**src/rtl/pc_fetch_unit_if.sv**
```systemverilog
// Instruction-memory fetch bus between pc_fetch_unit (master) and instruction memory (slave).
// A request is accepted in any cycle where imem_valid and imem_ready are both high.
interface pc_fetch_unit_if;
    logic        imem_valid;
    logic [31:0] imem_addr;
    logic        imem_ready;
    logic [31:0] imem_rdata;

    modport master (output imem_valid, imem_addr, input imem_ready, imem_rdata);
    modport slave  (input imem_valid, imem_addr, output imem_ready, imem_rdata);
endinterface

```
**src/rtl/pc_fetch_unit.sv**
```systemverilog
// PC register and instruction-fetch FSM (IDLE -> REQ -> EXEC) with trapping of bad jump targets.
// Define PC_INSTRET_EN to build the retired-instruction counter; otherwise instret is tied to zero.
module pc_fetch_unit #(
    parameter logic [31:0] RESET_PC = 32'h0000_0000,
    parameter logic [31:0] TRAP_VEC = 32'h0000_0100
) (
    input  logic                clk,
    input  logic                rst_n,
    input  logic [1:0]          PCSrc,
    input  logic [31:0]         ImmExt,
    input  logic [31:0]         ALUResult,
    input  logic                retire,
    pc_fetch_unit_if.master     imem,
    output logic [31:0]         instr,
    output logic                instr_valid,
    output logic [31:0]         PC,
    output logic [31:0]         PCPlus4,
    output logic                trap,
    output logic [31:0]         bad_addr,
    output logic [31:0]         instret
);

    typedef enum logic [1:0] {
        IDLE = 2'd0,
        REQ  = 2'd1,
        EXEC = 2'd2
    } state_t;

    localparam logic [31:0] NOP = 32'h0000_0013;

    state_t      state, state_nxt;
    logic [31:0] target;
    logic        target_bad;
    logic        retire_fire;
    logic        fetch_fire;

    assign PCPlus4     = PC + 32'd4;
    assign retire_fire = (state == EXEC) && retire;
    assign fetch_fire  = (state == REQ) && imem.imem_ready;

    // Handshake outputs decode straight from state so an async reset drops them instantly.
    assign imem.imem_valid = (state == REQ);
    assign imem.imem_addr  = PC;
    assign instr_valid     = (state == EXEC);

    always_comb begin
        // NOTE: every always_comb output gets a default first so no path leaves it unassigned (no latch).
        target = PCPlus4;
        unique case (PCSrc)
            2'b00:   target = PCPlus4;
            2'b01:   target = PC + ImmExt;
            2'b10:   target = ALUResult & 32'hFFFF_FFFE;
            default: target = PCPlus4;
        endcase
        target_bad = (PCSrc == 2'b11) || (target[1:0] != 2'b00);
    end

    always_comb begin
        state_nxt = state;
        unique case (state)
            IDLE:    state_nxt = REQ;
            REQ:     if (imem.imem_ready) state_nxt = EXEC;
            EXEC:    if (retire) state_nxt = REQ;
            default: state_nxt = IDLE;
        endcase
    end

    // NOTE: sequential state uses non-blocking assignments so every flop samples pre-edge values.
    always_ff @(posedge clk or negedge rst_n) begin
        if (!rst_n) state <= IDLE;
        else        state <= state_nxt;
    end

    always_ff @(posedge clk or negedge rst_n) begin
        if (!rst_n) begin
            PC       <= RESET_PC;
            instr    <= NOP;
            trap     <= 1'b0;
            bad_addr <= 32'h0;
        end else begin
            trap <= 1'b0;
            if (fetch_fire) instr <= imem.imem_rdata;
            if (retire_fire) begin
                if (target_bad) begin
                    PC       <= TRAP_VEC;
                    bad_addr <= target;
                    trap     <= 1'b1;
                end else begin
                    PC <= target;
                end
            end
        end
    end

`ifdef PC_INSTRET_EN
    always_ff @(posedge clk or negedge rst_n) begin
        if (!rst_n)           instret <= 32'h0;
        else if (retire_fire) instret <= instret + 32'd1;
    end
`else
    assign instret = 32'h0;
`endif

endmodule

```
**src/flat_wrapper.sv**
```systemverilog
// flat-port wrapper written by rule: the top's interface ports become plain ports
module pc_fetch_unit_flat 
#(
    parameter logic [31:0] RESET_PC = 32'h0000_0000,
    parameter logic [31:0] TRAP_VEC = 32'h0000_0100
)
  (clk, rst_n, PCSrc, ImmExt, ALUResult, retire, instr, instr_valid, PC, PCPlus4, trap, bad_addr, instret, imem_imem_valid, imem_imem_addr, imem_imem_ready, imem_imem_rdata);
  pc_fetch_unit_if imem_i ();
  input  logic clk;
  input  logic rst_n;
  input  logic [1:0] PCSrc;
  input  logic [31:0] ImmExt;
  input  logic [31:0] ALUResult;
  input  logic retire;
  output logic [31:0] instr;
  output logic instr_valid;
  output logic [31:0] PC;
  output logic [31:0] PCPlus4;
  output logic trap;
  output logic [31:0] bad_addr;
  output logic [31:0] instret;
  output wire logic [$bits(imem_i.imem_valid)-1:0] imem_imem_valid;
  output wire logic [$bits(imem_i.imem_addr)-1:0] imem_imem_addr;
  input wire logic [$bits(imem_i.imem_ready)-1:0] imem_imem_ready;
  input wire logic [$bits(imem_i.imem_rdata)-1:0] imem_imem_rdata;
  assign imem_imem_valid = imem_i.imem_valid;
  assign imem_imem_addr = imem_i.imem_addr;
  assign imem_i.imem_ready = imem_imem_ready;
  assign imem_i.imem_rdata = imem_imem_rdata;
  pc_fetch_unit #(.RESET_PC(RESET_PC), .TRAP_VEC(TRAP_VEC)) u_core (.clk(clk), .rst_n(rst_n), .PCSrc(PCSrc), .ImmExt(ImmExt), .ALUResult(ALUResult), .retire(retire), .imem(imem_i), .instr(instr), .instr_valid(instr_valid), .PC(PC), .PCPlus4(PCPlus4), .trap(trap), .bad_addr(bad_addr), .instret(instret));
endmodule
```
**config.mk**
```make
export PLATFORM = sky130hd
export DESIGN_NAME = pc_fetch_unit_flat
export DESIGN_NICKNAME = d
export VERILOG_FILES = /design/src/rtl/pc_fetch_unit_if.sv /design/src/rtl/pc_fetch_unit.sv /design/src/flat_wrapper.sv
export SDC_FILE = /design/constraint.sdc
export NUM_CORES = 1
export LEC_CHECK = 0
export BUFFER_PORTS_ARGS = -buffer_cell sky130_fd_sc_hd__buf_2
export CAP_MARGIN = 20
export CORE_MARGIN = 2
export CORE_UTILIZATION = 46
export CTS_BUF_LIST = sky130_fd_sc_hd__clkbuf_8
export DETAILED_ROUTE_END_ITERATION = 8
export HOLD_SLACK_MARGIN = 0.03
export PLACE_DENSITY = 0.87
export SLEW_MARGIN = 20
export SYNTH_ARGS = -nofsm -noshare
export SYNTH_HDL_FRONTEND = slang
export SYNTH_SLANG_ARGS = --single-unit
```
**constraint.sdc**
```tcl
create_clock -name clk -period 2.3 [get_ports clk]
set_input_delay 0.46 -clock clk [delete_from_list [all_inputs] [get_ports clk]]
set_output_delay 0.46 -clock clk [all_outputs]
set_load 0.02 [all_outputs]
```
==> impl_metrics.env <==
export IMPL_synthArstFlopShare_pct=100.0
export IMPL_worst_slew_pin_slew_ns=0.5692
export IMPL_synthCells=816
export IMPL_hold_path_class="primary input to async pin"
export IMPL_cpLargestDelayFamily="compound AO/OA/AOI/OAI gates"
export IMPL_synth_flop_cell="dfrtp_1"
export IMPL_clkTransAtPathRegs_ns=0.12
export IMPL_rr_startpoint="u_core.PC[0]"
export IMPL_skew_ns=0.01927
export IMPL_initial_core_util_pct=47.33
export IMPL_yosysWarnings=0
export IMPL_violations="negative setup slack"
export IMPL_htreeDepth=3
export IMPL_dp_slack_ns=-0.4736
export IMPL_antenna_found_initial=1
export IMPL_setup_viol=88
export IMPL_cpPeakStageDelay_ns=0.47
export IMPL_slew_violations=0
export IMPL_overflow=0
export IMPL_drcViolationCount=0
export IMPL_cts_root_buf="clkbuf_8"
export IMPL_whs_ns=0.1010
export IMPL_wirelength_um=36420
export IMPL_setup_ws_ns=-0.6830
export IMPL_ys_ff_latch=99
export IMPL_critical_path_startpoint="u_core.PC[0]"
export IMPL_drt_iter0_drc=908
export IMPL_num_rows=45
export IMPL_dieArea_um2=16780
export IMPL_yosysTopAreaCellShare_pct=33.14
export IMPL_place_hpwl_um=22520
export IMPL_slew_headroom_pct=62.05
export IMPL_cts_buffers=9
export IMPL_power_leakage_uw=0.006337
export IMPL_arrival_ns=3.21
export IMPL_rsz0062_at_grt="yes"
export IMPL_cts_sinks=99
export IMPL_synth_avg_cell_area_um2=8.883
export IMPL_ys_seq_area_share_pct=34.23
export IMPL_clock_fmax_mhz=335.2
export IMPL_track_usage_pct=39.65
export IMPL_drive_gt1_share_pct=63.75
export IMPL_globalplace_congestion=1.035
export IMPL_drv_cap=0
export IMPL_vias_per_cell=5.992
export IMPL_vias=9167
export IMPL_clk_latency_ns=0.41
export IMPL_ir_drop_uv=941.0
export IMPL_ant_nets=0
export IMPL_core_um2=15310
export IMPL_synth_edf_count=0
export IMPL_synth_distinct_cells=80
export IMPL_path_cells="ha_4, fa_2, a21o_1, nand4_1, buf_4, buf_6, nand2_4, a21o_1, a21oi_2, xnor2_2, a21oi_2, o21ai_1"
export IMPL_crit_fanout=3
export IMPL_cp_end_kind="register"
export IMPL_area_growth_synth_to_final_pct=73.30
export IMPL_fin_crit_sh_pct=129.7
export IMPL_powerDensity_nw_per_um2=1225
export IMPL_grt_pass1_vias=8986
export IMPL_final_hold_violation_count=0
export IMPL_die_h_um=129.5
export IMPL_period_needed_ns=2.983
export IMPL_drt_first_pass_iters=7
export IMPL_cts_tree="built"
export IMPL_cts_buffer_depth=2
export IMPL_nets=1449
export IMPL_wl_per_cell_um=23.81
export IMPL_cp_start_kind="register"
export IMPL_status="complete, but fails checks"
export IMPL_cpMaxStageDelayCell="o21ai_1"
export IMPL_die_x_um=129.5
export IMPL_synth_most_common_cell="nand2_1"
export IMPL_io_pins=297
export IMPL_synth_area_leader_cell="dfrtp_1"
export IMPL_syn_area_um2=7248
export IMPL_worstSetupPathType="register to register"
export IMPL_grt_max_degree=100
export IMPL_synth_area_leaders="dfrtp_1 33%, buf_4 6.8%, mux2_2 6.1%"
export IMPL_grt_pass1_wl_um=49850
export IMPL_path_buf_inv=2
export IMPL_hold_buffers=0
export IMPL_critPathRequiredTime_ns=2.53
export IMPL_netlist_top_cells_count="104 x nand2_1, 96 x dfrtp_1, 66 x buf_4"
export IMPL_io_buffers=263
==> state kept, by name, summed over array words and instances (netlist names) <==
register and count:
u_core.instr 32, u_core.state 2, u_core.PC 32, u_core.bad_addr 32
u_core.trap 1
==> worst paths after layout <==
kind / cells after the start / slack, ns / to
setup reg to reg: 12 / -0.68 / u_core.bad_addr[8]
max in group asynchronous: 2 / 1.73 / u_core.PC[23]
hold reg to reg: 2 / 0.50 / u_core.bad_addr[25]
min in group clk: 2 / 0.26 / u_core.state[0]
setup / recovery: 12 / -0.68 / u_core.bad_addr[8]
hold / removal: 2 / 0.10 / u_core.PC[7]
==> timing repair <==
action,4_1_cts,5_1_grt
resized for setup,230,108
cloned,4,0
buffers inserted,61,33
pin swaps,109,74
setup endpoints to repair,83,87
==> through the flow <==
step | setup TNS [ns] | cell area (um^2) | util (%) | instances | total power [uW]
after detailed placement | -17.75 | 10200 | 66.60 | 1426 | 11590
after global routing | -32.47 | 12550 | 81.97 | 1527 | 16020
final | -26.75 | 12560 | 82.02 | 1530 | 15380
after global placement | -15.84 | 10200 | 66.60 | 1426 | 11430
after CTS | -12.46 | 11870 | 77.48 | 1503 | 14070
after floorplan | -2.540 | 7705 | - | 847 | 8085
==> cell usage in the layout (no fill, tap or decap), types with 12 or more instances in the layout <==
master   Yosys  final
o21ai_0     38     14
a21oi_1     56     37
xor2_1      26     12
nor2_1      31     18
conb_1       1     32
dfrtp_1     96     72
nand2_1    104     83
buf_2       16    239
buf_6        0     67
dfrtp_2      0     24
buf_4       66    237
nand2_2      0     13
o21ai_1     35     28
a21oi_2      1     19
inv_1       19     17
o21ai_2      0     27
a21o_1      14     14
ha_4         0     23
mux2_2      39     35
ha_1        35     12
nand4_1     14     14
==> where the power goes <==
group          switching, uW  internal, uW
combinational           6050          4910
clock                    734           537
sequential               632          2520
==> cell type report <==
type,instances,area (um^2)
timing repair buffer,556,3998
antenna,3,7.507
inverter,22,92.59
clock buffer,10,137.6
tap,211,264.0
fill,893,2754
sequential,99,2511
clock inverter,6,65.06
multi-input combinational,623,5485
==> logic make-up (layout without fill, tap and decap cells) <==
logic type | Yosys count | after routing | share of synthesized area [%]
compound gates | 234 | 234 | 21.27
xor+xnor | 47 | 47 | 5.679
fa+ha+maj | 36 | 36 | 6.318
buf+inv | 125 | 594 | 10.17
flops | 99 | 99 | 34.23
mux | 44 | 44 | 6.750
other cells | 1 | 35 | 0.05174
simple gates | 230 | 230 | 15.54
==> routing by layer <==
metal / share of wire, % / up-vias / track usage (%) / wire length, um
li1: - / 3839 / - / -
met1: 33 / 4360 / 44.67 / 12080
met2: 47 / 741 / 64.86 / 17130
met3: 12 / 227 / 12.01 / 4240
met4: 8.2 / 0 / 26.88 / 2972
met5: 0 / - / 0 / 0
Power figures use the tool's default switching activity.
